File: src/rtl/fpau_pkg.sv
// Shared FPAU definitions: IEEE-754 single-precision constants,
// the iterative-unit FSM encoding and operand classification.
package fpau_pkg;

    localparam logic [31:0] FP_QNAN = 32'h7FC0_0000;
    localparam logic [7:0]  EXP_MAX = 8'hFF;
    localparam int          BIAS    = 127;

    typedef enum logic [1:0] {
        IDLE = 2'd0,
        MUL  = 2'd1,
        NORM = 2'd2,
        DONE = 2'd3
    } state_t;

    typedef enum logic [1:0] {
        FP_ZERO   = 2'd0,
        FP_NORMAL = 2'd1,
        FP_INF    = 2'd2,
        FP_NAN    = 2'd3
    } fpClass_t;

    // Denormals are folded into zero: this unit never produces or consumes them.
    function automatic fpClass_t fp_class(input logic [31:0] x);
        fpClass_t cls;
        if (x[30:23] == 8'h00) begin
            cls = FP_ZERO;
        end else if (x[30:23] == EXP_MAX) begin
            if (x[22:0] != 23'h0) begin
                cls = FP_NAN;
            end else begin
                cls = FP_INF;
            end
        end else begin
            cls = FP_NORMAL;
        end
        return cls;
    endfunction

endpackage

File: src/rtl/fp32_mul_seq_if.sv
// Operand/result handshake bundle of the iterative FP32 multiplier.
// master = producer/consumer side, slave = the multiplier.
interface fp32_mul_seq_if;
    logic        in_valid;
    logic        in_ready;
    logic [31:0] a;
    logic [31:0] b;
    logic        out_valid;
    logic        out_ready;
    logic [31:0] s;

    modport master (
        output in_valid, a, b, out_ready,
        input  in_ready, out_valid, s
    );

    modport slave (
        input  in_valid, a, b, out_ready,
        output in_ready, out_valid, s
    );
endinterface

File: src/rtl/mant_mul_iter.sv
// Shift-add mantissa multiplier. Retires BITS_PER_CYC multiplier bits per
// step, LSB first. Only the bits above the truncation point leave the block.
module mant_mul_iter #(
    parameter int MANT_W       = 24,
    parameter int BITS_PER_CYC = 1
) (
    input  logic              clk,
    input  logic              rst,
    input  logic              load,
    input  logic              step,
    input  logic [MANT_W-1:0] mantA,
    input  logic [MANT_W-1:0] mantB,
    output logic [MANT_W:0]   productHi,
    output logic              done
);
    localparam int STEPS = MANT_W / BITS_PER_CYC;
    localparam int CNT_W = $clog2(STEPS + 1);
    localparam int PROD_W = 2 * MANT_W;
    localparam logic [CNT_W-1:0] LAST_CNT = CNT_W'(STEPS - 1);

    logic [PROD_W-1:0] acc_r;
    logic [PROD_W-1:0] mcand_r;
    logic [MANT_W-1:0] mplier_r;
    logic [CNT_W-1:0]  count_r;
    logic              done_r;
    logic [PROD_W-1:0] addend_s;

    // Partial product for the multiplier bits retired this step.
    always_comb begin
        addend_s = '0;
        for (int k = 0; k < BITS_PER_CYC; k++) begin
            if (mplier_r[k]) begin
                addend_s = addend_s + (mcand_r << k);
            end else begin
                addend_s = addend_s;
            end
        end
    end

    // Accumulator, shifting operands and step counter; done latches after the last step.
    always_ff @(posedge clk) begin
        if (rst) begin
            acc_r    <= '0;
            mcand_r  <= '0;
            mplier_r <= '0;
            count_r  <= '0;
            done_r   <= 1'b0;
        end else if (load) begin
            acc_r    <= '0;
            mcand_r  <= {{MANT_W{1'b0}}, mantA};
            mplier_r <= mantB;
            count_r  <= '0;
            done_r   <= 1'b0;
        end else if (step && !done_r) begin
            acc_r    <= acc_r + addend_s;
            mcand_r  <= mcand_r << BITS_PER_CYC;
            mplier_r <= mplier_r >> BITS_PER_CYC;
            count_r  <= count_r + CNT_W'(1);
            done_r   <= (count_r == LAST_CNT);
        end else begin
            acc_r    <= acc_r;
            mcand_r  <= mcand_r;
            mplier_r <= mplier_r;
            count_r  <= count_r;
            done_r   <= done_r;
        end
    end

    assign productHi = acc_r[PROD_W-1:MANT_W-1];
    assign done      = done_r;
endmodule

File: src/rtl/fp32_mul_seq.sv
// Iterative IEEE-754 single-precision multiplier, round-toward-zero,
// no denormal output. Fixed latency regardless of operand class.
module fp32_mul_seq
    import fpau_pkg::*;
#(
    parameter int EXP_W        = 8,
    parameter int FRAC_W       = 23,
    parameter int BIAS         = fpau_pkg::BIAS,
    parameter int BITS_PER_CYC = 1
) (
    input  logic          clk,
    input  logic          rst,
    fp32_mul_seq_if.slave bus
);
    localparam int MANT_W = FRAC_W + 1;
    localparam int E_W    = EXP_W + 2;
    localparam logic signed [E_W-1:0] BIAS_S = E_W'(BIAS);
    localparam logic signed [E_W-1:0] EMAX_S = E_W'((1 << EXP_W) - 1);
    localparam logic signed [E_W-1:0] ONE_S  = E_W'(1);
    localparam logic signed [E_W-1:0] ZERO_S = E_W'(0);

    state_t                 state_r, nextState_s;
    logic [31:0]            opA_r, opB_r, s_r, result_s;
    logic                   load_s, step_s, iterDone_s, sign_s;
    logic [MANT_W:0]        prodHi_s;
    logic [FRAC_W-1:0]      frac_s;
    logic signed [E_W-1:0]  expSum_s, expNorm_s;
    fpClass_t               clsA_s, clsB_s;

    mant_mul_iter #(
        .MANT_W       (MANT_W),
        .BITS_PER_CYC (BITS_PER_CYC)
    ) uMant (
        .clk       (clk),
        .rst       (rst),
        .load      (load_s),
        .step      (step_s),
        .mantA     ({1'b1, bus.a[FRAC_W-1:0]}),
        .mantB     ({1'b1, bus.b[FRAC_W-1:0]}),
        .productHi (prodHi_s),
        .done      (iterDone_s)
    );

    // FSM state register.
    always_ff @(posedge clk) begin
        if (rst) begin
            state_r <= IDLE;
        end else begin
            state_r <= nextState_s;
        end
    end

    // Next-state and datapath controls; DONE never accepts, even on out_ready.
    always_comb begin
        nextState_s = state_r;
        load_s      = 1'b0;
        step_s      = 1'b0;
        case (state_r)
            IDLE: begin
                if (bus.in_valid) begin
                    nextState_s = MUL;
                    load_s      = 1'b1;
                end else begin
                    nextState_s = IDLE;
                end
            end
            MUL: begin
                step_s = 1'b1;
                if (iterDone_s) begin
                    nextState_s = NORM;
                end else begin
                    nextState_s = MUL;
                end
            end
            NORM: nextState_s = DONE;
            DONE: begin
                if (bus.out_ready) begin
                    nextState_s = IDLE;
                end else begin
                    nextState_s = DONE;
                end
            end
            default: nextState_s = IDLE;
        endcase
    end

    // Operand capture on accept; producer need not hold them afterwards.
    always_ff @(posedge clk) begin
        if (rst) begin
            opA_r <= 32'h0;
            opB_r <= 32'h0;
        end else if (load_s) begin
            opA_r <= bus.a;
            opB_r <= bus.b;
        end else begin
            opA_r <= opA_r;
            opB_r <= opB_r;
        end
    end

    // Exponent, normalisation by one place, and special-operand override.
    always_comb begin
        sign_s   = opA_r[31] ^ opB_r[31];
        clsA_s   = fp_class(opA_r);
        clsB_s   = fp_class(opB_r);
        expSum_s = $signed({2'b00, opA_r[FRAC_W +: EXP_W]})
                 + $signed({2'b00, opB_r[FRAC_W +: EXP_W]}) - BIAS_S;
        if (prodHi_s[MANT_W]) begin
            frac_s    = prodHi_s[MANT_W-1:1];
            expNorm_s = expSum_s + ONE_S;
        end else begin
            frac_s    = prodHi_s[MANT_W-2:0];
            expNorm_s = expSum_s;
        end

        if (clsA_s == FP_NAN || clsB_s == FP_NAN) begin
            result_s = FP_QNAN;
        end else if ((clsA_s == FP_INF && clsB_s == FP_ZERO) ||
                     (clsA_s == FP_ZERO && clsB_s == FP_INF)) begin
            result_s = FP_QNAN;
        end else if (clsA_s == FP_INF || clsB_s == FP_INF) begin
            result_s = {sign_s, EXP_MAX, {FRAC_W{1'b0}}};
        end else if (clsA_s == FP_ZERO || clsB_s == FP_ZERO) begin
            result_s = {sign_s, {(EXP_W + FRAC_W){1'b0}}};
        end else if (expNorm_s >= EMAX_S) begin
            result_s = {sign_s, EXP_MAX, {FRAC_W{1'b0}}};
        end else if (expNorm_s <= ZERO_S) begin
            result_s = {sign_s, {(EXP_W + FRAC_W){1'b0}}};
        end else begin
            result_s = {sign_s, expNorm_s[EXP_W-1:0], frac_s};
        end
    end

    // Result register: loaded once in NORM and held through DONE.
    always_ff @(posedge clk) begin
        if (rst) begin
            s_r <= 32'h0;
        end else if (state_r == NORM) begin
            s_r <= result_s;
        end else begin
            s_r <= s_r;
        end
    end

    assign bus.in_ready  = (state_r == IDLE);
    assign bus.out_valid = (state_r == DONE);
    assign bus.s         = s_r;
endmodule

File: src/flat_wrapper.sv
// flat-port wrapper written by rule: the top's interface ports become plain ports
module fp32_mul_seq_flat import fpau_pkg::*;
#(
    parameter int EXP_W        = 8,
    parameter int FRAC_W       = 23,
    parameter int BIAS         = fpau_pkg::BIAS,
    parameter int BITS_PER_CYC = 1
)
  (clk, rst, bus_in_valid, bus_a, bus_b, bus_out_ready, bus_in_ready, bus_out_valid, bus_s);
  fp32_mul_seq_if bus_i ();
  input  logic clk;
  input  logic rst;
  input wire logic [$bits(bus_i.in_valid)-1:0] bus_in_valid;
  input wire logic [$bits(bus_i.a)-1:0] bus_a;
  input wire logic [$bits(bus_i.b)-1:0] bus_b;
  input wire logic [$bits(bus_i.out_ready)-1:0] bus_out_ready;
  output wire logic [$bits(bus_i.in_ready)-1:0] bus_in_ready;
  output wire logic [$bits(bus_i.out_valid)-1:0] bus_out_valid;
  output wire logic [$bits(bus_i.s)-1:0] bus_s;
  assign bus_i.in_valid = bus_in_valid;
  assign bus_i.a = bus_a;
  assign bus_i.b = bus_b;
  assign bus_i.out_ready = bus_out_ready;
  assign bus_in_ready = bus_i.in_ready;
  assign bus_out_valid = bus_i.out_valid;
  assign bus_s = bus_i.s;
  fp32_mul_seq #(.EXP_W(EXP_W), .FRAC_W(FRAC_W), .BIAS(BIAS), .BITS_PER_CYC(BITS_PER_CYC)) u_core (.clk(clk), .rst(rst), .bus(bus_i));
endmodule
File: config.mk
export PLATFORM = sky130hd
export DESIGN_NAME = fp32_mul_seq_flat
export DESIGN_NICKNAME = d
export VERILOG_FILES = /design/src/rtl/fpau_pkg.sv /design/src/rtl/fp32_mul_seq_if.sv /design/src/rtl/mant_mul_iter.sv /design/src/rtl/fp32_mul_seq.sv /design/src/flat_wrapper.sv
export SDC_FILE = /design/constraint.sdc
export NUM_CORES = 1
export LEC_CHECK = 0
export BUFFER_PORTS_ARGS = -buffer_cell sky130_fd_sc_hd__buf_4
export CAP_MARGIN = 0
export CORE_MARGIN = 2
export CORE_UTILIZATION = 35
export CTS_BUF_LIST = sky130_fd_sc_hd__clkbuf_16
export DETAILED_ROUTE_END_ITERATION = 10
export PLACE_DENSITY = 0.58
export SLEW_MARGIN = 30
export SYNTH_ARGS = -nofsm -noshare
export SYNTH_HDL_FRONTEND = slang
export SYNTH_HIERARCHICAL = 1
export SYNTH_SLANG_ARGS = --single-unit
File: constraint.sdc
create_clock -name clk -period 3.9 [get_ports clk]
set_clock_uncertainty 0.1 [all_clocks]
set_input_delay 0.975 -clock clk [delete_from_list [all_inputs] [get_ports clk]]
set_output_delay 0.975 -clock clk [all_outputs]
set_load 0.005 [all_outputs]
==> flow_summary.json, run 1 <==
{
  "leakage_nw": 5.652,
  "cts_tree": "done",
  "peakVddDrop_mv": 0.2941,
  "arrival_ns": 4.04,
  "cts_setup_buffers": 0,
  "slew_violations": 0,
  "fp.dieW_um": 195.9,
  "total_power_mw": 5.284,
  "root_buffer": "clkbuf_16",
  "firstDrtPassIters": 7,
  "path_clk_slew_ns": 0.06,
  "min_period_ns": 3.695,
  "relSlewSlack_pct": 44.15,
  "diodes": 0,
  "start_util_pct": 35.37,
  "gp_congestion": 0.8872,
  "fmax_ghz": 0.2706,
  "grt_util_all_layers_pct": 17.01,
  "outcome": "complete, no violations",
  "first_iter_violations": 654,
  "dp_hpwl_mm": 23.63,
  "ys.flop_type": "dfxtp_1",
  "grt_pass1_vias": 10940,
  "port_buffers": 101,
  "num-fill-cells": 3803,
  "die_area_um2": 38370,
  "syn_avg_cell_area_um2": 7.537,
  "path_cells": "buf_4 > and2_1 > ha_1 > a211oi_1 > o21ai_0 > a21oi_2 > or3_1 > a21oi_1 > o31ai_1 > o211ai_1 > or4_1 > a31oi_1",
  "grt_max_degree": 161,
  "finalHoldViolCount": 0,
  "yosysSeqAreaShare_pct": 34.79,
  "synthCells": 1710,
  "core_um2": 36430,
  "power_density_nw_per_um2": 363.2,
  "rsz0062_at_grt": "no",
  "h-tree-depth": 1,
  "drtAntennaViolNets": 0,
  "crit_path_end_kind": "flop",
  "drive_gt1_share_pct": 12.60,
  "pin_count": 102,
  "clockBufferDepth": 3,
  "mostFrequentLayoutCells": "nand2_1, a21oi_1, dfxtp_1, buf_4, nor2_1",
  "grt_overflow": 0,
  "synth-edff-count": 0,
  "antenna_found_initial": 0,
  "cts_buffers": 27,
  "fin_crit_sh_pct": 94.74,
  "vias": 11640,
  "path_delay_family": "compound AO/OA/AOI/OAI gates",
  "drc": 0,
  "grt_pass1_wl_mm": 55.13,
  "synth_warnings": 6,
  "hold_buffers": 0,
  "layout.cells.most_common": "nand2_1",
  "setup_violations": 0,
  "critPathRequiredTime_ns": 4.25,
  "min_path_type": "reg2reg",
  "rows": 70,
  "max_cap_viol_count": 0,
  "slowest_delay_ns": 0.43,
  "async_reset_ff_share_pct": 0,
  "ys_seq_elements": 224,
  "vias_per_cell": 5.277,
  "cts_resized": 0,
  "layout.nets": 1857,
  "wl_mm": 33.71,
  "tightest_slew_ns": 0.8378,
  "cts_sinks": 224,
  "synthDistinctLibCells": 88,
  "critPathKind": "reg2reg",
  "cp_max_fo": 30,
  "die_y_um": 195.9,
  "cp-start-kind": "flop",
  "syn2layout_area_growth_pct": 12.87,
  "wl_per_cell_um": 15.28,
  "syn_area_um2": 12890,
  "fin_tns_setup_ns": 0,
  "insertion_delay_ns": 0.53,
  "crit_slowest_cell": "or4_1",
  "crit_buf_inv": 1
}
-- tightest hold or removal path, cell delays in order (launching register included) --
cell	delay, ns
dfxtp_1	0.31
nand2_1	0.05
a21oi_1	0.05
-- metal layers --
| layer | part of all wire [%] | track usage (%) | vias to the layer above |
|---|---|---|---|
| met4 | 1.6 | 3.423 | 0 |
| li1 | - | - | 5931 |
| met3 | 4.1 | 2.390 | 41 |
| met1 | 48 | 23.43 | 5441 |
| met2 | 46 | 28.43 | 228 |
| met5 | 0 | 0 | - |
-- final cells by class --
cell class | instances | area (µm²) | share of cell area, %
well taps | 468 | 585.6 | 4.025
inverters | 26 | 100.1 | 0.6881
multi-input cells | 1326 | 7672 | 52.74
clock buffers | 27 | 675.6 | 4.644
clock inverters | 17 | 113.9 | 0.7827
repair buffers | 118 | 914.6 | 6.287
flip-flops and latches | 224 | 4486 | 30.83
-- Yosys cell counts, drive strengths merged, types with 18 or more instances --
master    n  share of area, %
nand2   412                12
a21oi   274                11
dfxtp   224                35
nor2    104               3.0
clkbuf   84               2.5
o21ai    80               3.7
ha       64               6.2
and2     52               2.5
buf      51               2.6
xnor2    33               2.4
nand4    27               1.4
inv      26              0.76
mux2i    26               2.0
a21o     22               1.3
xor2     19               1.3
nand3    18              0.70
nor3     18              0.70
-- logic make-up (layout without fill, tap and decap cells) --
kind of cell / Yosys count / after routing / synth area share (%)
xor+xnor: 52 / 52 / 3.650
other cells: 1 / 2 / 0.02910
buf+inv: 161 / 188 / 5.873
mux: 28 / 28 / 2.194
fa+ha+maj: 66 / 66 / 6.524
compound gates: 479 / 479 / 22.74
simple gates: 699 / 699 / 24.20
flops: 224 / 224 / 34.79
-- where the power goes --
group	leakage (nW)	switching [mW]	internal [mW]
Sequential	1.82	0.0537	2.37
Combinational	3.42	0.375	0.215
Clock	0.407	0.964	1.31
-- state kept, by name, indices dropped and copies added, names as in the netlist --
signal / flops
u_core/uMant/mcand_r: 48
u_core/opA_r: 32
u_core/uMant/done: 1
u_core/state_r: 2
u_core/bus.s: 32
u_core/uMant/count_r: 5
u_core/uMant/acc_r: 48
u_core/uMant/mplier_r: 24
u_core/opB_r: 32
-- through the flow --
step	cells	setup WS [ns]	cell area [µm²]	hold WS (ns)	util, %
2_1_floorplan	1711	0.3829	12890	0.3315	-
5_1_grt	2206	0.01716	14550	0.3712	39.93
3_3_place_gp	2162	0.3499	13750	0.3429	37.74
4_1_cts	2206	0.1496	14540	0.3548	39.91
6_report	2206	0.2051	14550	0.3526	39.93
3_5_place_dp	2162	0.1909	13750	0.3442	37.74
-- final timing paths --
check,to,from,slack [ns],cells past startpoint
max,u_core/uMant/acc_r[46],u_core/uMant/mplier_r[0],0.21,12
max reg2reg,u_core/uMant/acc_r[46],u_core/uMant/mplier_r[0],0.21,12
min reg2reg,u_core/opA_r[2],u_core/opA_r[2],0.35,2
min,u_core/opA_r[2],u_core/opA_r[2],0.35,2
Power figures use the tool's default switching activity.
==> inputs of run 2 (changes only) <==
--- a/config.mk
+++ b/config.mk
@@ -11,7 +11,9 @@
 export CORE_UTILIZATION = 35
 export CTS_BUF_LIST = sky130_fd_sc_hd__clkbuf_16
 export DETAILED_ROUTE_END_ITERATION = 10
+export MAX_ROUTING_LAYER = met4
 export PLACE_DENSITY = 0.58
+export SETUP_SLACK_MARGIN = 0.5
 export SLEW_MARGIN = 30
 export SYNTH_ARGS = -nofsm -noshare
 export SYNTH_HDL_FRONTEND = slang
==> flow_summary.json, run 2 (same netlist as run 1, synthesis figures left out) <==
{
  "outcome": "complete, no violations",
  "multi_input_area_um2": 7904,
  "critPathKind": "reg2reg",
  "drc": 0,
  "h-tree-depth": 1,
  "start_util_pct": 35.37,
  "cts_buffers": 26,
  "vias": 11670,
  "max_cap_viol_count": 0,
  "setup_violations": 0,
  "root_buffer": "clkbuf_16",
  "timing.final.ws_setup_ns": 0.5188,
  "layout.cells.most_common": "nand2_1",
  "crit_buf_inv": 1,
  "wl_per_cell_um": 15.29,
  "wl_mm": 34.18,
  "power_density_nw_per_um2": 355.8,
  "die_area_um2": 38370,
  "grt_max_degree": 81,
  "firstDrtPassIters": 5,
  "peakVddDrop_mv": 0.3018,
  "fp.dieW_um": 195.9,
  "total_power_mw": 5.375,
  "leakage_nw": 5.843,
  "path_delay_family": "simple AND/OR/NAND/NOR gates",
  "cp-start-kind": "flop",
  "tightest_slew_ns": 0.8541,
  "grt_util_all_layers_pct": 17.73,
  "pin_count": 102,
  "grt_pass1_wl_mm": 55.85,
  "insertion_delay_ns": 0.53,
  "path_clk_slew_ns": 0.06,
  "grt_overflow": 0,
  "fmax_ghz": 0.2958,
  "drive_gt1_share_pct": 16.69,
  "path_cells": "buf_6 > and2_1 > ha_1 > nand4_1 > or2_2 > o2bb2ai_1 > a211oi_2 > a2111o_1 > a21oi_4 > a21oi_2 > or4_1 > nand3_1",
  "final_area_um2": 15110,
  "diodes": 0,
  "mostFrequentLayoutCells": "nand2_1, a21oi_1, dfxtp_1, buf_4, nor2_1",
  "drtAntennaViolNets": 0,
  "slowest_delay_ns": 0.51,
  "top_regs": "u_core/uMant/acc_r: 48 flops, u_core/uMant/mcand_r: 48 flops",
  "first_iter_violations": 764,
  "arrival_ns": 3.75,
  "antenna_found_initial": 0,
  "finalHoldViolCount": 0,
  "r2r_slack_ns": 0.52,
  "register_area_um2": 4497,
  "crit_slowest_cell": "a2111o_1",
  "cts_tree": "done",
  "rows": 70,
  "vias_per_cell": 5.218,
  "layout.nets": 1886,
  "dp_hpwl_mm": 23.77,
  "die_y_um": 195.9,
  "dp_slack_ns": 0.2316,
  "crit_path_end_kind": "flop",
  "cp_max_fo": 8,
  "cts_sinks": 224,
  "num-fill-cells": 3752,
  "relSlewSlack_pct": 42.94,
  "port_buffers": 101,
  "syn2layout_area_growth_pct": 17.22,
  "fin_crit_sh_pct": 86.70,
  "grt_pass1_vias": 10950,
  "min_period_ns": 3.381,
  "min_path_type": "reg2reg",
  "rsz0062_at_grt": "yes",
  "critPathRequiredTime_ns": 4.27,
  "slew_violations": 0,
  "core_um2": 36430,
  "clockBufferDepth": 3,
  "fin_tns_setup_ns": 0,
  "hold_buffers": 0,
  "gp_congestion": 0.8988,
  "post_dp_cell_area_um2": 13740
}
## run 2: cell count changes in the layout (fill, tap and decap cells not counted), sizes merged
cell	before	now
clkinvlp	1	2
clkinv	8	6
bufinv	1	2
buf	118	145
clkbuf	27	30
## run 2: repair_timing
action | in CTS | in global routing
gates resized for setup | 18 | 51
pin swaps | 12 | 34
endpoints found under the setup margin | 34 | 41
cloned | 1 | 4
setup buffers | 9 | 15
## run 2: area by class of cell
type	instances	share of cell area [%]
well taps	468	3.876
clock buffers	27	4.472
inverters	26	0.6625
clock inverters	17	0.8530
repair buffers	148	8.058
flip-flops and latches	224	29.76
multi-input cells	1326	52.31
## run 2: where the power goes
part	total [mW]	switching [mW]	internal (mW)	leakage (nW)
Clock	2.33	0.964	1.37	0.417
Combinational	0.621	0.383	0.238	3.60
Sequential	2.42	0.0563	2.36	1.82
Total	5.37	1.40	3.97	5.84
## run 2: layer usage
layer	part of all wire, %	GRT usage (%)
met1	49	24.68
met5	0	-
met3	3.6	1.805
met2	46	28.11
met4	1.6	3.367
## run 2: worst paths after layout
check / from / end / cells past startpoint
max reg2reg: u_core/uMant/mplier_r[0] / u_core/uMant/acc_r[43] / 12
min reg2reg: u_core/bus.s[19] / u_core/bus.s[19] / 2
min: u_core/bus.s[19] / u_core/bus.s[19] / 2
max: u_core/uMant/mplier_r[0] / u_core/uMant/acc_r[43] / 12
## run 2: per-stage QoR
stage | utilization [%] | hold WS (ns) | instances
CTS | 40.43 | 0.3551 | 2217
global placement | 37.72 | 0.3406 | 2163
finish | 41.47 | 0.3527 | 2236
floorplan | - | 0.3315 | 1711
global route | 41.47 | 0.3707 | 2236
detailed placement | 37.72 | 0.3468 | 2163
## run 2: tightest hold or removal path, stage by stage (launching register included)
cell and delay [ns]:
dfxtp_1 0.32, nand2_1 0.06, o21ai_2 0.04
==> inputs of run 3 (changes only) <==
--- a/config.mk
+++ b/config.mk
@@ -11,8 +11,8 @@
 export CORE_UTILIZATION = 35
 export CTS_BUF_LIST = sky130_fd_sc_hd__clkbuf_16
 export DETAILED_ROUTE_END_ITERATION = 10
-export MAX_ROUTING_LAYER = met4
 export PLACE_DENSITY = 0.58
+export REMOVE_ABC_BUFFERS = 1
 export SETUP_SLACK_MARGIN = 0.5
 export SLEW_MARGIN = 30
 export SYNTH_ARGS = -nofsm -noshare
==> flow_summary.json, run 3 (same netlist as run 1, synthesis figures left out) <==
{
  "outcome": "complete, no violations",
  "die_area_um2": 38370,
  "core_um2": 36430,
  "tightest_slew_ns": 0.8248,
  "vias_per_cell": 5.259,
  "grt_pass1_wl_mm": 54.68,
  "antenna_found_initial": 0,
  "wl_mm": 34.47,
  "grt_pass1_vias": 10710,
  "drtAntennaViolNets": 0,
  "diodes": 0,
  "setup_violations": 0,
  "rows": 70,
  "vias": 11710,
  "critPathRequiredTime_ns": 4.27,
  "place_inst": 2164,
  "leakage_nw": 5.796,
  "min_path_type": "reg2reg",
  "finalNonFillerCells": 2226,
  "timing.final.ws_setup_ns": 0.5607,
  "dp_hpwl_mm": 23.36,
  "cp_max_fo": 6,
  "insertion_delay_ns": 0.55,
  "grt_util_all_layers_pct": 17.01,
  "fin_crit_sh_pct": 85.62,
  "dp_slack_ns": 0.2712,
  "min_period_ns": 3.339,
  "cts_sinks": 224,
  "num-fill-cells": 3749,
  "port_buffers": 101,
  "fp.dieW_um": 195.9,
  "die_y_um": 195.9,
  "cp-start-kind": "flop",
  "crit_path_end_kind": "flop",
  "syn2layout_area_growth_pct": 17.62,
  "post-route-util_pct": 41.61,
  "clockBufferDepth": 3,
  "start_util_pct": 35.37,
  "drive_gt1_share_pct": 16.89,
  "max_cap_viol_count": 0,
  "fmax_ghz": 0.2995,
  "drc": 0,
  "cts_buffers": 26,
  "top_regs": "u_core/uMant/acc_r: 48 flops, u_core/uMant/mcand_r: 48 flops",
  "slew_violations": 0,
  "hold_buffers": 0,
  "path_clk_slew_ns": 0.06,
  "pin_count": 102,
  "hold_depth": 2,
  "total_power_mw": 5.352,
  "firstDrtPassIters": 5,
  "layout.cells.most_common": "nand2_1",
  "rsz0062_at_grt": "yes",
  "power_density_nw_per_um2": 353.0,
  "root_buffer": "clkbuf_16",
  "h-tree-depth": 1,
  "critPathKind": "reg2reg",
  "first_iter_violations": 701,
  "reg2regPathDepth": 12,
  "mostFrequentLayoutCells": "nand2_1, a21oi_1, dfxtp_1, buf_4, nor2_1",
  "grt_overflow": 0,
  "cts_tree": "done",
  "grt_max_degree": 122,
  "relSlewSlack_pct": 45.02,
  "finalHoldViolCount": 0,
  "arrival_ns": 3.71,
  "peakVddDrop_mv": 0.3549,
  "gp_congestion": 0.8851,
  "wl_per_cell_um": 15.49,
  "layout.nets": 1874
}
==> run 3: cell count changes in the layout (fill, tap and decap cells not counted), sizes merged <==
cell	change
clkinv	+6
buf	-12
clkinvlp	-1
inv	-2
clkbuf	-1
==> run 3: cell type report <==
cell class                      count  area (µm²)  area share (%)
Timing Repair Buffer              136        1099           7.247
Tap cell                          468       585.6           3.863
Sequential cell                   224        4501           29.69
Clock inverter                     20       146.4          0.9657
Inverter                           26       100.1          0.6603
Multi-Input combinational cell   1326        8078           53.29
Clock buffer                       26       650.6           4.292
==> run 3: layer usage <==
| metal | share of wire (%) | global-route usage [%] | vias to the layer above |
|---|---|---|---|
| li1 | - | - | 5968 |
| met1 | 48 | 23.77 | 5509 |
| met2 | 46 | 27.82 | 185 |
| met3 | 3.9 | 2.218 | 44 |
| met4 | 2.0 | 4.068 | 0 |
| met5 | 0 | 0 | - |
==> run 3: where the power goes <==
part | internal, mW | switching, mW
Clock | 1.33 | 0.972
Combinational | 0.238 | 0.393
Sequential | 2.36 | 0.0525
==> run 3: worst max-delay path, stage by stage (launching register included) <==
cell and delay, ns:
dfxtp_4 0.36, ha_4 0.24, ha_4 0.16, fa_2 0.43, a21o_4 0.24, a221oi_4 0.34, xnor2_2 0.19, nand4b_4 0.15
mux2i_1 0.21, a31oi_4 0.23, nand4_4 0.23, clkbuf_16 0.25, o21ai_2 0.12
==> run 3: worst paths after layout <==
kind	start	endpoint	slack (ns)
worst max-delay path	u_core/opA_r[24]	u_core/bus.s[10]	0.56
worst min-delay path	u_core/bus.s[8]	u_core/bus.s[8]	0.35
worst max register to register	u_core/opA_r[24]	u_core/bus.s[10]	0.56
worst min register to register	u_core/bus.s[8]	u_core/bus.s[8]	0.35
==> run 3: what timing repair did <==
action | 4_1_cts | 5_1_grt
pin swaps | 4 | 26
gates resized for setup | 15 | 84
setup endpoints to repair | 36 | 39
hold endpoints to repair | 0 | 0
cloned | 0 | 3
setup buffers | 3 | 10
==> run 3: through the flow <==
step                hold WS (ns)  instance area [µm²]  setup TNS, ns
CTS                       0.3548                14620              0
detailed placement        0.3456                13750              0
floorplan                 0.3300                12230        -353.57
finish                    0.3518                15160              0
global placement          0.3385                13750              0
global route              0.3687                15160              0
